### src/rtl/dma_copy_engine.sv
// dma_copy_engine: word-at-a-time memory-to-memory copy engine on the controller's DMA port
module dma_copy_engine #(
  parameter int DATA_WIDTH = 32,
  parameter int ADDR_WIDTH = 16,
  parameter int LEN_WIDTH  = 16,
  parameter int TIMEOUT    = 64
) (
  input  logic                  clk,
  input  logic                  rst,
  input  logic                  start,
  input  logic [ADDR_WIDTH-1:0] src_addr,
  input  logic [ADDR_WIDTH-1:0] dst_addr,
  input  logic [LEN_WIDTH-1:0]  length,
  output logic                  busy,
  output logic                  done,
  output logic                  err,
  output logic [LEN_WIDTH-1:0]  words_done,
  output logic                  mem_en,
  output logic                  mem_wr_en,
  output logic [ADDR_WIDTH-1:0] mem_addr,
  output logic [DATA_WIDTH-1:0] mem_wdata,
  input  logic [DATA_WIDTH-1:0] mem_rdata,
  input  logic                  mem_valid
);
  localparam int TW = $clog2(TIMEOUT + 1);
  typedef enum logic [2:0] {IDLE, RD_REQ, RD_WAIT, WR_REQ, WR_WAIT, FINISH} state_t;
  state_t state, state_nx;
  logic [ADDR_WIDTH-1:0] src, dst;
  logic [LEN_WIDTH-1:0] rem;
  logic [TW-1:0] tcnt;
  logic waiting, expired, last;
  assign waiting = state == RD_WAIT || state == WR_WAIT;
  assign expired = waiting && !mem_valid && tcnt == TW'(TIMEOUT - 1);
  assign last = rem == LEN_WIDTH'(1);
  assign busy = state != IDLE;
  assign done = state == FINISH;
  assign mem_en = state == RD_REQ || state == WR_REQ;
  assign mem_wr_en = state == WR_REQ;
  // next state: one request pulse, then wait for its completion or the timeout
  always_comb begin
    state_nx = state;
    case (state)
      IDLE:    state_nx = start ? (length != '0 ? RD_REQ : FINISH) : IDLE;
      RD_REQ:  state_nx = RD_WAIT;
      RD_WAIT: state_nx = mem_valid ? WR_REQ : expired ? FINISH : RD_WAIT;
      WR_REQ:  state_nx = WR_WAIT;
      WR_WAIT: state_nx = mem_valid ? (last ? FINISH : RD_REQ) : expired ? FINISH : WR_WAIT;
      default: state_nx = IDLE;
    endcase
  end
  // state, config latch, wait timer and the request address/data registers
  always_ff @(posedge clk) begin
    if (rst) begin
      state      <= IDLE;
      src        <= '0;
      dst        <= '0;
      rem        <= '0;
      tcnt       <= '0;
      err        <= 1'b0;
      words_done <= '0;
      mem_addr   <= '0;
      mem_wdata  <= '0;
    end else begin
      state <= state_nx;
      tcnt  <= waiting ? tcnt + TW'(1) : '0;
      if (expired) err <= 1'b1;
      if (state == IDLE && start) begin
        err        <= 1'b0;
        words_done <= '0;
        if (length != '0) begin
          src      <= src_addr;
          dst      <= dst_addr;
          rem      <= length;
          mem_addr <= src_addr;
        end
      end
      if (state == RD_WAIT && mem_valid) begin
        mem_wdata <= mem_rdata;
        mem_addr  <= dst;
      end
      if (state == WR_WAIT && mem_valid) begin
        src        <= src + ADDR_WIDTH'(1);
        dst        <= dst + ADDR_WIDTH'(1);
        rem        <= rem - LEN_WIDTH'(1);
        words_done <= words_done + LEN_WIDTH'(1);
        if (!last) mem_addr <= src + ADDR_WIDTH'(1);
      end
    end
  end
endmodule

### config.mk
export PLATFORM = sky130hd
export DESIGN_NAME = dma_copy_engine
export DESIGN_NICKNAME = d
export VERILOG_FILES = /design/src/rtl/dma_copy_engine.sv
export SDC_FILE = /design/constraint.sdc
export NUM_CORES = 1
export LEC_CHECK = 0
export CORE_MARGIN = 3
export CORE_UTILIZATION = 30
export DETAILED_ROUTE_END_ITERATION = 8
export DONT_BUFFER_PORTS = 1
export GPL_ROUTABILITY_DRIVEN = 0
export PLACE_DENSITY = 0.45
export SETUP_SLACK_MARGIN = 0.3
export SLEW_MARGIN = 20
export SYNTH_ARGS = -nofsm -noshare
export SYNTH_HDL_FRONTEND = slang
export SYNTH_SLANG_ARGS = --single-unit
### constraint.sdc
create_clock -name clk -period 5.4 [get_ports clk]
set_input_delay 0.81 -clock clk [delete_from_list [all_inputs] [get_ports clk]]
set_output_delay 0.81 -clock clk [all_outputs]
set_load 0.03 [all_outputs]
==> flow_metrics.py <==
metrics = {
    "yosys": {
        "ys_types": 61,
        "avgSynthCellArea_um2": 8.00,
        "synth-simple-area-share_pct": 25.8,
        "synth-compound-area-share_pct": 23.2,
        "seq_area_frac_synth_pct": 41.8,
        "synth_fa_ha_area_share_pct": 1.27,
        "async_flop_share_pct": 0,
        "muxShareOfSynthArea_pct": 0.552,
        "ys_seq_elements": 123,
        "synth_fp_nets": 826,
        "synth_edf_count": 0,
        "synth_top_family_by_area": "simple AND/OR/NAND/NOR gates",
        "syn_inst": 736,
        "synth_top_flop_cell": "dfxtp_1",
        "syn_area_um2": 5890,
        "yosysWarnings": 0,
        "synth_xor_area_share_pct": 3.12,
    },
    "floorplan": {
        "rows": 50,
        "core-area_um2": 19000,
        "fp.dieH_um": 146,
        "ioPinCount": 153,
        "start_util_pct": 31.0,
        "dieArea_um2": 21400,
        "die_x_um": 146,
    },
    "detailed_routing": {
        "antenna_left": 0,
        "vias": 5375,
        "drc": 0,
        "drt_iter0_drc": 342,
        "wl_per_cell_um": 18.9,
        "via_per_inst": 5.46,
        "wirelength_mm": 18.6,
        "first_pass_iters": 5,
    },
    "setup_path": {
        "critical_path_required_ns": 5.67,
        "timing.rr.start": "rem[0]",
        "arrival_ns": 3.11,
        "crit_slowest_cell": "or3_1",
        "criticalPathCategory": "reg -> reg",
        "worstPathMaxFanout": 16,
        "max_stage_delay_ns": 0.67,
        "endpoint_kind": "register",
        "crit_path_cell_trace": "ha_1 -> or4b_2 -> nor4_1 -> or3_1 -> o21ai_0",
        "critPathLaunch": "rem[0]",
        "start_kind": "register",
    },
    "power": {
        "p_leak_nw": 2.15,
        "switching_power_w": 0.000851,
        "vdd_drop_max_mv": 0.192,
        "power_w": 0.00273,
        "combinationalPowerShare_pct": 15.0,
        "p_per_area_nw_per_um2": 411,
        "p_int_w": 0.00188,
        "p_seq_share_pct": 42.5,
        "sw_frac_of_total_pct": 31.1,
        "pwr-share-clk_pct": 42.5,
    },
    "timing": {
        "max_freq_mhz": 352,
        "setup_violations": 0,
        "clock_skew_ns": 0.00960,
        "fin_crit_sh_pct": 52.7,
        "setup_tns_ns": 0,
        "hold_slack_ns": 0.471,
        "hold_viol": 0,
        "drv_slew": 0,
        "worst_slew_pin_slew_ns": 0.939,
        "rsz0062_at_grt": "false",
        "finalCriticalPeriod_ns": 2.84,
        "maxSlewHeadroom_pct": 36.9,
    },
    "cells_and_area": {
        "syn2layout_area_growth_pct": 13.0,
        "nets": 801,
        "num-fill-cells": 2020,
        "drive_gt1_share_pct": 8.29,
    },
    "clock_tree": {
        "clk_pin_slew_ns": 0.06,
        "clk_path_buf_depth": 2,
        "cts_made_buffers": 17,
        "postCtsHoldBufs": 0,
        "cts_resized": 0,
        "ctsHtreeMaxLevel": 4,
        "cts_tree": "built",
        "cts.sinks": 123,
        "cts_root_buffer": "clkbuf_16",
        "insertion_delay_ns": 0.42,
        "post_cts_buffers": 0,
    },
    "flow_run": {
        "maxCapViolations": 0,
    },
    "grt": {
        "grt_pass1_wl_mm": 29.7,
        "antenna_found_initial": 4,
        "grt_pass1_vias": 5398,
        "grtUsageTotal_pct": 17.2,
        "grt_remaining_overflow": 0,
        "grt_max_degree": 105,
    },
    "placement": {
        "dpl.hpwl_mm": 12.6,
        "portBuffers": 0,
    },
    "hold_path": {
        "hold_path.class": "reg -> reg",
        "hold_start": "rem[7]",
    },
    "run_status": {
        "outcome": "finished, final reports clean",
    },
}
logic make-up (layout without fill, tap and decap cells):
family / count (synthesis) / count (layout)
fa+ha+maj: 6 / 6
buf+inv: 60 / 48
mux: 3 / 3
other cells: 0 / 1
flops: 123 / 123
simple gates: 317 / 317
compound gates: 206 / 206
xor+xnor: 21 / 21
worst max-delay path: cells and delay by family, from the launching register on:
| kind | cells | cell delay [ns] |
|---|---|---|
| flip-flops | 1 | 0.43 |
| AO/OA/AOI/OAI | 1 | 0.20 |
| AND/OR/NAND/NOR | 3 | 1.88 |
| adder cells (fa/ha/maj) | 1 | 0.17 |
cell type report:
cell class / instances / area [um2] / area share, %
multi-input cells: 553 / 3180 / 47.8
flip-flops and latches: 123 / 2460 / 37.0
clock buffers: 22 / 484 / 7.28
well taps: 260 / 325 / 4.89
clock inverters: 10 / 115 / 1.73
repair buffers: 6 / 45.0 / 0.677
inverters: 10 / 37.5 / 0.564
diodes: 1 / 2.50 / 0.0376
flip-flops by register name (all words and copies together), names as in the netlist:
name and count:
mem_addr 16, words_done 16, mem_wdata 32, tcnt 7, rem 16, err 1, state 3, src 16
dst 16
cells in the final DEF (no fill, tap or decap), types with 3 or more instances in the layout:
master / instances
o21ai_1: 4
clkinvlp_4: 6
nand3_1: 42
a21oi_1: 90
a211oi_1: 4
nor3_1: 17
o211ai_1: 5
a311oi_1: 4
xor2_1: 12
nand4_1: 8
a2bb2oi_1: 10
nor4_1: 9
a2111oi_2: 4
o22ai_1: 12
xnor2_1: 9
clkbuf_16: 17
a311o_1: 5
a31oi_1: 12
nor2_1: 60
buf_4: 6
a32oi_1: 3
or2_2: 3
nand2b_1: 3
nand3b_1: 3
o21ai_0: 18
a221oi_1: 4
ha_1: 6
a22oi_1: 3
clkbuf_8: 4
and3_1: 8
dfxtp_1: 123
inv_1: 10
o311ai_0: 3
nand2_1: 129
or3_1: 9
or4_1: 10
o2bb2ai_1: 12
worst paths after layout:
path / end / slack, ns / cells after the start
setup / recovery: mem_addr[5] / 2.56 / 5
hold / removal: rem[7] / 0.47 / 2
setup reg to reg: mem_addr[5] / 2.56 / 5
hold reg to reg: rem[7] / 0.47 / 2
per-stage QoR:
stage / util, % / setup WS (ns) / std cells / area [um2]
5_1_grt: 35.0 / 2.33 / 984 / 6650
6_report: 35.0 / 2.56 / 985 / 6650
3_5_place_dp: 31.8 / 2.37 / 952 / 6050
3_3_place_gp: 31.8 / 2.40 / 952 / 6050
2_1_floorplan: - / 2.79 / 736 / 5890
4_1_cts: 35.0 / 2.53 / 984 / 6650
Yosys cell counts, drive strengths merged, types with 12 or more instances:
cell type	instances	share of area, %
a21oi	90	7.6
a31oi	12	1.3
buf	18	1.6
clkbuf	32	2.0
dfxtp	123	42
nand2	129	8.2
nand3	42	3.6
nor2	61	4.0
nor3	18	1.6
o21ai	22	1.9
o22ai	12	1.3
o2bb2ai	12	1.8
or4	12	1.7
xor2	12	1.8
power by group through the flow:
stage	sequential [W]	clock [W]	combinational, W
after floorplan	0.00114	0	0.000360
after global placement	0.00118	0	0.000402
after detailed placement	0.00118	0	0.000414
after CTS	0.00116	0.00119	0.000414
after global routing	0.00118	0.00123	0.000465
final	0.00116	0.00116	0.000411
routing by layer:
metal	track usage (%)	share of wire (%)	vias to the layer above
li1	-	-	2631
met5	0	0.23	-
met3	7.85	10	22
met4	4.23	1.1	8
met1	21.3	43	2544
met2	27.4	45	170
No activity file was read; power rests on OpenSTA's default activity.
